<file path="config.mk">
export PLATFORM = sky130hd
export DESIGN_NAME = branch_predict_ctrl
export DESIGN_NICKNAME = d
export VERILOG_FILES = /design/src/rtl/branch_predict_ctrl.sv
export SDC_FILE = /design/constraint.sdc
export NUM_CORES = 1
export LEC_CHECK = 0
export ABC_AREA = 0
export CAP_MARGIN = 40
export CORE_AREA = 3 3 152 117
export DETAILED_ROUTE_END_ITERATION = 8
export DIE_AREA = 0 0 155 120
export PLACE_DENSITY_LB_ADDON = 0.15
export SLEW_MARGIN = 40
export SYNTH_ARGS = -nofsm -noshare
export SYNTH_HDL_FRONTEND = slang
export SYNTH_SLANG_ARGS = --single-unit
</file>
<file path="constraint.sdc">
create_clock -name clk -period 4.7 [get_ports clk]
set_input_delay 0.94 -clock clk [delete_from_list [all_inputs] [get_ports clk]]
set_output_delay 0.94 -clock clk [all_outputs]
set_load 0.1 [all_outputs]
</file>
<file path="src/rtl/branch_predict_ctrl.sv">
// Dynamic branch predictor with a table of 2-bit saturating counters.
// It resolves ID-stage branches, flags mispredicts, trains the table and keeps statistics.
module branch_predict_ctrl #(
    parameter int IDX_BITS = 6,
    parameter int CNT_BITS = 16
) (
    input  logic                clk,
    input  logic                rst_n,
    input  logic [31:0]         if_pc,
    output logic                pred_taken,
    input  logic                id_valid,
    input  logic                id_is_branch,
    input  logic                id_stall,
    input  logic [31:0]         id_pc,
    input  logic                id_pred_taken,
    input  logic                cmp_result,
    output logic                mispredict,
    input  logic                clr_stats,
    output logic [CNT_BITS-1:0] branch_cnt,
    output logic [CNT_BITS-1:0] mispred_cnt
);

    localparam int ENTRIES = 1 << IDX_BITS;

    logic [1:0]          counters [ENTRIES];
    logic                upd_valid;
    logic [IDX_BITS-1:0] upd_idx;
    logic                upd_taken;
    logic [1:0]          upd_new;
    logic [IDX_BITS-1:0] if_idx;
    logic [1:0]          eff;
    logic                res;
    logic                unused_pc_bits;

    function automatic logic [1:0] sat(input logic [1:0] cnt, input logic taken);
        if (taken)
            return (cnt == 2'b11) ? cnt : cnt + 2'd1;
        else
            return (cnt == 2'b00) ? cnt : cnt - 2'd1;
    endfunction

    assign if_idx  = if_pc[IDX_BITS+1:2];
    assign upd_new = sat(counters[upd_idx], upd_taken);

    // The entry being written this cycle is forwarded so fetch sees the trained value at once.
    assign eff        = (upd_valid && (upd_idx == if_idx)) ? upd_new : counters[if_idx];
    assign pred_taken = eff[1];

    assign res        = id_valid & id_is_branch & ~id_stall;
    assign mispredict = rst_n & res & (cmp_result ^ id_pred_taken);

    assign unused_pc_bits = ^{if_pc[31:IDX_BITS+2], if_pc[1:0],
                              id_pc[31:IDX_BITS+2], id_pc[1:0]};

    always_ff @(posedge clk or negedge rst_n) begin
        if (!rst_n) begin
            upd_valid <= 1'b0;
            upd_idx   <= '0;
            upd_taken <= 1'b0;
        end else begin
            upd_valid <= res;
            if (res) begin
                upd_idx   <= id_pc[IDX_BITS+1:2];
                upd_taken <= cmp_result;
            end
        end
    end

    always_ff @(posedge clk or negedge rst_n) begin
        if (!rst_n) begin
            for (int i = 0; i < ENTRIES; i++)
                counters[i] <= 2'b01;
        end else if (upd_valid) begin
            counters[upd_idx] <= upd_new;
        end
    end

    // A clear takes priority over any increment landing on the same edge.
    always_ff @(posedge clk or negedge rst_n) begin
        if (!rst_n) begin
            branch_cnt  <= '0;
            mispred_cnt <= '0;
        end else if (clr_stats) begin
            branch_cnt  <= '0;
            mispred_cnt <= '0;
        end else begin
            if (res && (branch_cnt != '1))
                branch_cnt <= branch_cnt + CNT_BITS'(1);
            if (mispredict && (mispred_cnt != '1))
                mispred_cnt <= mispred_cnt + CNT_BITS'(1);
        end
    end

endmodule

</file>
==> results of run 1 <==
routing by layer:
| layer | track usage [%] | vias up |
|---|---|---|
| li1 | - | 2917 |
| met1 | 36.7 | 3240 |
| met2 | 37.4 | 266 |
| met3 | 7.25 | 62 |
| met4 | 9.38 | 0 |
| met5 | 0 | - |
report_power, final:
| group | switching (µW) | internal [µW] |
|---|---|---|
| Combinational | 441 | 307 |
| Sequential | 157 | 1630 |
| Clock | 626 | 864 |
| Total | 1220 | 2800 |
cell usage after synthesis, types with 9 or more instances:
master | n | area share (%)
a21oi_2 | 31 | 3.0
dfstp_2 | 64 | 18
nand4_1 | 9 | 0.61
o21ai_0 | 20 | 1.1
buf_2 | 12 | 0.66
xnor2_1 | 10 | 0.96
and3_1 | 12 | 0.82
nor2_1 | 105 | 4.3
mux2_2 | 44 | 5.4
o21ai_2 | 19 | 1.8
a22oi_1 | 12 | 0.98
nand3_1 | 20 | 1.1
mux4_2 | 38 | 9.3
dfrtp_1 | 104 | 28
clkbuf_1 | 14 | 0.57
mux2_4 | 21 | 3.4
mux2i_1 | 14 | 1.5
nand2_1 | 114 | 4.7
xor2_1 | 25 | 2.4
buf_6 | 17 | 2.1
worst paths after layout:
check	startpoint	end	depth (start not counted)	slack, ns
setup / recovery	if_pc[2]	pred_taken	8	0.21
hold / removal	rst_n	counters[25]$_DFFE_PN0P_	1	0.46
setup reg to reg	upd_idx[0]$_DFFE_PN0P_	counters[15]$_DFFE_PN0P_	8	0.89
hold reg to reg	counters[7]$_DFFE_PN0P_	counters[7]$_DFFE_PN0P_	2	0.51
max in group asynchronous	rst_n	counters[9]$_DFFE_PN0P_	2	3.22
min in group clk	counters[7]$_DFFE_PN0P_	counters[7]$_DFFE_PN0P_	2	0.51
sequential cells by signal (all words and copies together) (netlist names):
signal / flops
upd_valid: 1
branch_cnt: 16
upd_idx: 6
counters: 128
mispred_cnt: 16
upd_taken: 1
through the flow:
stage               total power [µW]  hold WS [ns]  utilization [%]  instances
finish                          4030         0.460             61.5       1065
global route                    4180         0.491             61.5       1065
CTS                             4040         0.473             61.5       1065
detailed placement              2550         0.497             57.8       1033
global placement                2520         0.473             58.7       1033
floorplan                       2370         0.457                -        809
cell families (layout without fill, tap and decap cells):
family / Yosys count / count (layout) / synth area share (%)
XOR/XNOR: 35 / 35 / 3.34
AO/OA/AOI/OAI: 118 / 118 / 10.2
AND/OR/NAND/NOR: 304 / 304 / 15.1
flip-flops: 168 / 168 / 46.7
multiplexers: 117 / 117 / 19.7
buffers and inverters: 63 / 104 / 4.35
adder cells (fa/ha/maj): 4 / 4 / 0.546
cell type report:
cell class	count	area, µm²	area share (%)
Clock buffer	18	439	4.31
Multi-Input combinational cell	578	4490	44.0
Clock inverter	14	184	1.80
Sequential cell	168	4290	42.0
Tap cell	215	269	2.64
Inverter	6	22.5	0.221
Timing Repair Buffer	66	505	4.96
==> impl_results.md, run 1 <==
* Routed WL at 22.8 mm
* Pins Over Slew Limit at 0
* Most used cell, CP: mux4_2
* Setup WS pre-CTS at 0.208 ns
* Largest net degree at the start of global routing at 115
* Syn_area_per_cell at 11.3 µm²
* HPWL Detailed at ~15 mm
* Filler cells at between 1000 and 1500
* Predominant post-synthesis flop cell: dfrtp_1
* Cell count after synthesis at 809
* Warnings from Yosys at 0
* Via density at between 6 and 7
* Max capacitance violation total at 0
* Worst path max stage delay at 0.53 ns
* Final clock skew at around 0.013 ns
* P_leak at 0.00419 µW
* #FFs+latches synth at 168
* Crit-path max FO at 17
* Post-DRT Antenna Nets at 0
* Max Clk Rate at 0.223 GHz
* Initial antenna violation count at 0
* Min Tclk post-route at 4.49 ns
* CP Launch Type: input port
* Clock root buffer: clkbuf_16
* Pwr dens at 395 nW/µm²
* Die area at 18600 µm²
* GRT Total Usage at approximately a quarter
* Resized cells post-CTS at 0
* Core Area at ~17000 µm²
* Max_slew headroom at 47.4%
* CP bufs+invs at 3
* Post-synth cell types at 62
* WL met3 at 1.86 mm
* Slowest cell on the critical path: mux4_2
* Post-Syn Area at 9170 µm²
* GRT overflow at 0
* H-tree level count at 4
* Die X at 155 µm
* Vias in the first global route at between 6000 and 7000
* Syn nets at 883
* Max layer used: met4
* M1 wire length at 10.1 mm
* Ys async rst share at 100%
* Delay-heaviest family, CP: multiplexers
* Final Cycle Share at 95.6%
* Fin area at 10200 µm²
* Post-CTS Setup Bufs at 0
* Hold_buf cts at 0
* CP Data Required Time at 3.76 ns
* Routed WL per cell at 21.4 µm
* Pre-Repair DR Iteration Count at 6
* Worst-Skew Late Latency at 0.44 ns
* Commonest non-fill, non-tap cell in the layout: nand2_1
* Residual DRC at 0
* Area growth from synthesis to final layout at 11.2%
* Crit path kind: in -> out
* Final GP Congestion at 0.977
* CTS tree: done
* Commonest cells after routing, fill and taps aside: nand2_1 (114), nor2_1 (105), dfrtp_1 (102), dfstp_2 (64), mux2_2 (44)
* WP data arrival at approximately 3.6 ns
* Setup-failing EPs final at 0
* Via Count at approximately 6500
* Final worst slack at 0.209 ns
* RSZ-0062 raised after global routing: no
* Hold Fails Final Rpt at 0
* Port buffer count at 53
* Initial Utilization at between 50 and 60%
* Antenna cell count at 0
* # rows at 41
* Worst Tran Pin Value at just under 0.8 ns
* Status: complete, no violations
* Fin nets at 911
* Setup TNS at 0 ns
* I/O pin count at 106
* CTS Sinks at 168
* Worst Hold Class: in -> async
* Layout cell share with drive strength beyond 1 at 36.6%
* Initial DRC count at about 580
* Sequential fraction of the synthesis area at 46.7%
* Cts bufs inserted at 17
* Clock Tree Buf Depth at 2
* Critical Path End Type: primary output
* Reg clk slew, reported paths at ~0.070 ns
* Critical-path cell list: clkdlybuf4s50_1 -> buf_12 -> mux4_2 -> mux4_2 -> mux4_2 -> nand2_1 -> o21ai_2 -> buf_12
* Max IR drop VDD at approximately 0.22 mV
* DP Area at 9570 µm²
* Wire length on met2 at slightly above 10 mm
* Die height at 120 µm
* EDFF count, synth at 0
* First-pass GRT wire length at 36.9 mm
(Power assumes the default switching activity.)
==> run 2, diff against run 1 <==
Settings changed: ABC_AREA 0 to default.
==> results of run 2 <==
The final DEF is identical to that of run 1; final timing and power are the same.
